File: config.mk
export PLATFORM = sky130hd
export DESIGN_NAME = instr_fetch
export DESIGN_NICKNAME = d
export VERILOG_FILES = /design/src/rtl/instr_fetch.sv
export SDC_FILE = /design/constraint.sdc
export NUM_CORES = 1
export LEC_CHECK = 0
export BUFFER_PORTS_ARGS = -buffer_cell sky130_fd_sc_hd__buf_4
export CAP_MARGIN = 5
export CELL_PAD_IN_SITES_DETAIL_PLACEMENT = 1
export CELL_PAD_IN_SITES_GLOBAL_PLACEMENT = 1
export CORE_MARGIN = 2
export CORE_UTILIZATION = 45
export CTS_CLUSTER_SIZE = 24
export DETAILED_ROUTE_END_ITERATION = 16
export GPL_TIMING_DRIVEN = 0
export PLACE_DENSITY_LB_ADDON = 0.1
export SYNTH_ARGS = -nofsm -noshare
export SYNTH_HDL_FRONTEND = slang
export SYNTH_SLANG_ARGS = --single-unit
File: constraint.sdc
create_clock -name clk -period 8.1 [get_ports clk]
set_clock_uncertainty 0.15 [all_clocks]
set_input_delay 0 -clock clk [delete_from_list [all_inputs] [get_ports clk]]
set_output_delay 0 -clock clk [all_outputs]
set_load 0.02 [all_outputs]
File: src/rtl/instr_fetch.sv
// -----------------------------------------------------------------------------
// instr_fetch
//
// Instruction fetch front end for a 32K-word synchronous ROM with a 1-cycle
// read latency. It keeps a program counter, tracks the one read that may be
// in flight, and delivers fetched words to a valid/ready consumer. An output
// register plus a one-entry skid register let the pipeline absorb consumer
// backpressure without losing a word that is already in flight.
//
// Ports:
//   clk          in   rising-edge clock for all state
//   rst_n        in   asynchronous active-low reset
//   rom_address  out  [14:0] ROM read address (the pc register)
//   rom_out      in   [15:0] ROM data, valid one clk after rom_address
//   jump         in   redirect request (single-cycle qualifier)
//   jump_addr    in   [14:0] redirect target, sampled when jump=1
//   stall        in   1 = issue no new ROM read this cycle
//   instr        out  [15:0] fetched instruction word
//   instr_pc     out  [14:0] address instr was fetched from
//   instr_valid  out  instr/instr_pc hold a valid word
//   instr_ready  in   consumer accepts (transfer when valid & ready)
//   fetch_count  out  [31:0] saturating count of accepted words
//                     (present only when FETCH_PERF_EN is defined)
//
// Configuration macro: FETCH_PERF_EN adds the fetch_count counter and port.
// -----------------------------------------------------------------------------
module instr_fetch (
  input  logic        clk,
  input  logic        rst_n,
  output logic [14:0] rom_address,
  input  logic [15:0] rom_out,
  input  logic        jump,
  input  logic [14:0] jump_addr,
  input  logic        stall,
  output logic [15:0] instr,
  output logic [14:0] instr_pc,
  output logic        instr_valid,
  input  logic        instr_ready
`ifdef FETCH_PERF_EN
  ,
  output logic [31:0] fetch_count
`endif
);

  // Architectural state
  logic [14:0] r_pc;
  logic        r_inflight;
  logic [14:0] r_inflight_pc;
  logic [15:0] r_instr;
  logic [14:0] r_instr_pc;
  logic        r_instr_valid;
  logic [15:0] r_skid_word;
  logic [14:0] r_skid_pc;
  logic        r_skid_valid;

  // Combinational control
  logic        w_pop;
  logic [1:0]  w_occ;
  logic [1:0]  w_occ_after_pop;
  logic        w_issue;

  // Next-state of the output and skid registers (ignoring jump)
  logic [15:0] w_instr_nxt;
  logic [14:0] w_instr_pc_nxt;
  logic        w_instr_valid_nxt;
  logic [15:0] w_skid_word_nxt;
  logic [14:0] w_skid_pc_nxt;
  logic        w_skid_valid_nxt;

  assign w_pop           = r_instr_valid & instr_ready;
  assign w_occ           = {1'b0, r_instr_valid} + {1'b0, r_skid_valid} + {1'b0, r_inflight};
  assign w_occ_after_pop = w_occ - {1'b0, w_pop};

  // A new read is only issued if, after this cycle's pop, there is room for
  // it to land in output+skid; this bounds buffering to two words.
  assign w_issue = ~jump & ~stall & (w_occ_after_pop <= 2'd1);

  // Route the returning ROM word and shift skid -> output on a pop.
  // NOTE: every variable gets a default first so this block cannot infer a latch.
  always_comb begin
    w_instr_nxt       = r_instr;
    w_instr_pc_nxt    = r_instr_pc;
    w_instr_valid_nxt = r_instr_valid & ~w_pop;
    w_skid_word_nxt   = r_skid_word;
    w_skid_pc_nxt     = r_skid_pc;
    w_skid_valid_nxt  = r_skid_valid;

    if (w_pop && r_skid_valid) begin
      // Skid advances into the output; a returning word backfills the skid.
      w_instr_nxt       = r_skid_word;
      w_instr_pc_nxt    = r_skid_pc;
      w_instr_valid_nxt = 1'b1;
      w_skid_word_nxt   = rom_out;
      w_skid_pc_nxt     = r_inflight_pc;
      w_skid_valid_nxt  = r_inflight;
    end else if (r_inflight) begin
      if (!r_instr_valid || w_pop) begin
        w_instr_nxt       = rom_out;
        w_instr_pc_nxt    = r_inflight_pc;
        w_instr_valid_nxt = 1'b1;
      end else begin
        // Output is held by the consumer: park the word in the skid.
        w_skid_word_nxt  = rom_out;
        w_skid_pc_nxt    = r_inflight_pc;
        w_skid_valid_nxt = 1'b1;
      end
    end
  end

  // NOTE: sequential state uses non-blocking assignments so every register
  // samples the pre-edge values of the others.
  // NOTE: the skid and output data registers are reset along with their valid
  // bits so instr/instr_pc read as zero during reset.
  always_ff @(posedge clk or negedge rst_n) begin
    if (!rst_n) begin
      r_pc          <= '0;
      r_inflight    <= 1'b0;
      r_inflight_pc <= '0;
      r_instr       <= '0;
      r_instr_pc    <= '0;
      r_instr_valid <= 1'b0;
      r_skid_word   <= '0;
      r_skid_pc     <= '0;
      r_skid_valid  <= 1'b0;
    end else if (jump) begin
      // Redirect flushes everything; the word held in instr/instr_pc is
      // simply invalidated (data left as-is).
      r_pc          <= jump_addr;
      r_inflight    <= 1'b0;
      r_instr_valid <= 1'b0;
      r_skid_valid  <= 1'b0;
    end else begin
      r_inflight    <= w_issue;
      if (w_issue) begin
        r_inflight_pc <= r_pc;
        r_pc          <= r_pc + 15'd1;  // natural 15-bit wrap 0x7FFF -> 0x0000
      end
      r_instr       <= w_instr_nxt;
      r_instr_pc    <= w_instr_pc_nxt;
      r_instr_valid <= w_instr_valid_nxt;
      r_skid_word   <= w_skid_word_nxt;
      r_skid_pc     <= w_skid_pc_nxt;
      r_skid_valid  <= w_skid_valid_nxt;
    end
  end

  assign rom_address = r_pc;
  assign instr       = r_instr;
  assign instr_pc    = r_instr_pc;
  assign instr_valid = r_instr_valid;

`ifdef FETCH_PERF_EN
  // Accepted-word counter; counts pops even on a jump cycle and is only
  // cleared by reset.
  logic [31:0] r_fetch_count;

  always_ff @(posedge clk or negedge rst_n) begin
    if (!rst_n) begin
      r_fetch_count <= '0;
    end else if (w_pop && (r_fetch_count != 32'hFFFF_FFFF)) begin
      r_fetch_count <= r_fetch_count + 32'd1;
    end
  end

  assign fetch_count = r_fetch_count;
`endif

endmodule

==> flow_summary_export.csv <==
group,metric,value,unit
setup_path,crit_path_frequent_cell,"ha_1",
power,power.leakage,2.66,nW
power,powerDensity,237,nW/um^2
synth,synth-main-ff-cell,"dfrtp_1",
grt,grt-busiest-layer,"met2",
floorplan,rows,35,
cts,ctsResizeCount,0,
floorplan,core,9150,um^2
routing,drtIter0Drc,45,
grt,grt_max_degree,96,
place,gp_congestion,0.822,
cts,clk_pin_slew,90,ps
setup_path,crit_path_end_kind,"flip-flop",
routing,vias,3258,
cts,numCtsBuffers,9,
run,maxCapViolCount,0,
routing,via_per_inst,5.39,
cts,clock-root-buffer,"clkbuf_8",
synth,yosys-top-cells-area,"dfrtp_1, mux2_2, mux2i_1, a21oi_1, nor2_1",
cts,insertion_delay,360,ps
setup_path,slowest_delay,540,ps
grt,first_global_vias,3356,
cts,postCtsHoldBufs,34,
synth,synth.distinct_cells,32,
routing,firstDrtPassIters,4,
routing,routed_wl,10100,um
final_layout,final_common_cell,"dfrtp_1",
setup_path,path_delay_family,"buffers and inverters",
routing,wl_per_cell,16.8,um
place,hpwl,6900,um
synth,syn_area,4210,um^2
floorplan,io_pins,83,
sta,setup_violations,0,
final_layout,final_nets,527,
floorplan,die_y,101,um
grt,grt_pass1_wl,16500,um
sta,setup_tns,0,ps
synth,ys_seq_elements,95,
synth,async_reset_ff_frac,1.00,
sta,min_period,3410,ps
final_layout,area_growth,31.1,%
grt,met3_usage,0.0229,
sta,hold_viol,0,
setup_path,worst-path-buf-inv,3,
grt,antenna_found_initial,0,
power,peakVddDrop,0.0000950,V
cts,clockBufferDepth,2,
setup_path,worstPathRequired,8240,ps
floorplan,die_w,101,um
setup_path,cp_max_fo,10,
synth,yosysTopAreaCell,"dfrtp_1",
place,port_buffers,81,
grt,grt-ovfl-total,0,
cts,cts_setup_buffers,0,
routing,drc,0,
grt,grtUsageMet1,0.270,
setup_path,worstPathArrival,3560,ps
sta,fin_crit_sh,0.421,
sta,worstMarginPinSlew,1190,ps
synth,avgSynthCellArea,11.6,um^2
grt,gr-usage-all-layers,0.211,
setup_path,cp-start-kind,"flip-flop",
synth,syn-instance-count,362,
setup_path,path_cells,"and2_1 -> ha_1 -> inv_1 -> ha_1 -> a21oi_1 -> xnor2_1 -> clkbuf_1 -> or4_1 -> nand3_1 -> dlygate4sd3_1",
synth,synth_nets,401,
final_layout,drive_gt1_frac,0.302,
grt,grt_util_met2,0.371,
setup_path,worstSetupPathType,"flip-flop to flip-flop",
floorplan,start_util,0.460,
final_layout,final_cell_mix,"dfrtp_1, buf_4, mux2_2, nor2_1, a21oi_1",
cts,htree_levels,3,
sta,rsz0062_at_grt,"false",
synth,synth_top_area_frac,0.565,
cts,cts_tree,"done",
sta,relSlewSlack,0.204,
synth,yosysWarnings,0,
synth,ys_seq_area_frac,0.565,
synth,synth_edf_count,0,
power,p_total,1.31,mW
outcome,status,"finished, final reports clean",
routing,ant_nets,0,
setup_path,crit_cells,10,
hold_path,min_path_type,"input port to flip-flop",
floorplan,dieArea,10100,um^2
setup_path,crit_path_top_delay_cell,"dlygate4sd3_1",
final_layout,antennaDiodeCount,0,
setup_path,rr_worst_depth,10,
cts,cts_sinks,95,
sta,max_clock_freq,0.293,GHz
sta,slew_violations,0,
hold_path,worstHoldPathCells,4,
==> cells in the mapped netlist, types with 3 or more instances <==
cell type   n
or4_1      14
o21ai_0     7
ha_1        3
nor2b_1     3
dfrtp_1    95
nand2_1    12
o31ai_1     9
mux2_2     46
nand3_1     6
a21oi_1    36
inv_1       8
mux2i_1    33
buf_2       5
clkbuf_1   13
a31oi_1    10
nor2_1     43
==> worst register-to-register path: stages, from the launching register on <==
cell,delay (ps)
dfrtp_1,440
and2_1,210
ha_1,270
inv_1,40
ha_1,260
a21oi_1,260
xnor2_1,260
clkbuf_1,290
or4_1,530
nand3_1,90
dlygate4sd3_1,540
==> path summary, 6_finish.rpt <==
path	from	to	slack (ps)
setup / recovery	instr_valid	rom_address[3]	4690
hold / removal	stall	rom_address[8]	20
setup reg to reg	instr_valid	rom_address[3]	4690
hold reg to reg	r_skid_pc[4]	r_skid_pc[4]	360
max in group asynchronous	rst_n	rom_address[5]	6770
min in group asynchronous	rst_n	instr[1]	250
==> sequential cells by signal (all words and copies together), names as in the netlist <==
signal / cells
r_inflight: 1
r_skid_pc: 15
r_skid_word: 16
instr_pc: 15
r_inflight_pc: 15
rom_address: 15
r_skid_valid: 1
instr: 16
instr_valid: 1
==> final cells by class <==
cell class	instances	area, um^2
buffer	21	88.8
clock buffer	11	141
clock inverter	5	81.3
fill	980	3630
inverter	8	30.0
multi-input combinational	238	1710
sequential	95	2380
tap	111	139
timing repair buffer	115	948
==> power by group <==
group          switching [mW]  internal, mW  leakage, nW  total, mW
logic                   0.162         0.159         1.42      0.321
clock network           0.164         0.183        0.110      0.347
registers              0.0702         0.572         1.13      0.642
total                   0.396         0.913         2.66       1.31
==> cells by family after synthesis <==
| family | Yosys count | synth area share |
|---|---|---|
| flops | 95 | 0.565 |
| simple gates | 89 | 0.104 |
| mux | 79 | 0.202 |
| compound gates | 65 | 0.0877 |
| buf+inv | 29 | 0.0283 |
| fa+ha+maj | 3 | 0.00892 |
| xor+xnor | 2 | 0.00416 |
==> stage by stage <==
stage	setup slack, ps	cell area [um^2]	instances	util	hold WS [ps]
after floorplan	5310	4210	362	-	-446
after global routing	4530	5520	604	0.603	47.0
after detailed placement	5070	4950	554	0.541	62.9
final	4690	5520	604	0.603	17.7
after CTS	4680	5520	604	0.603	4.07
after global placement	5120	4950	554	0.541	58.6
==> layer usage <==
metal	vias up	part of all wire
met2	68	0.50
met3	11	0.029
met1	1634	0.46
met5	-	0
li1	1545	-
met4	0	0.015
Power figures use the tool's default switching activity.
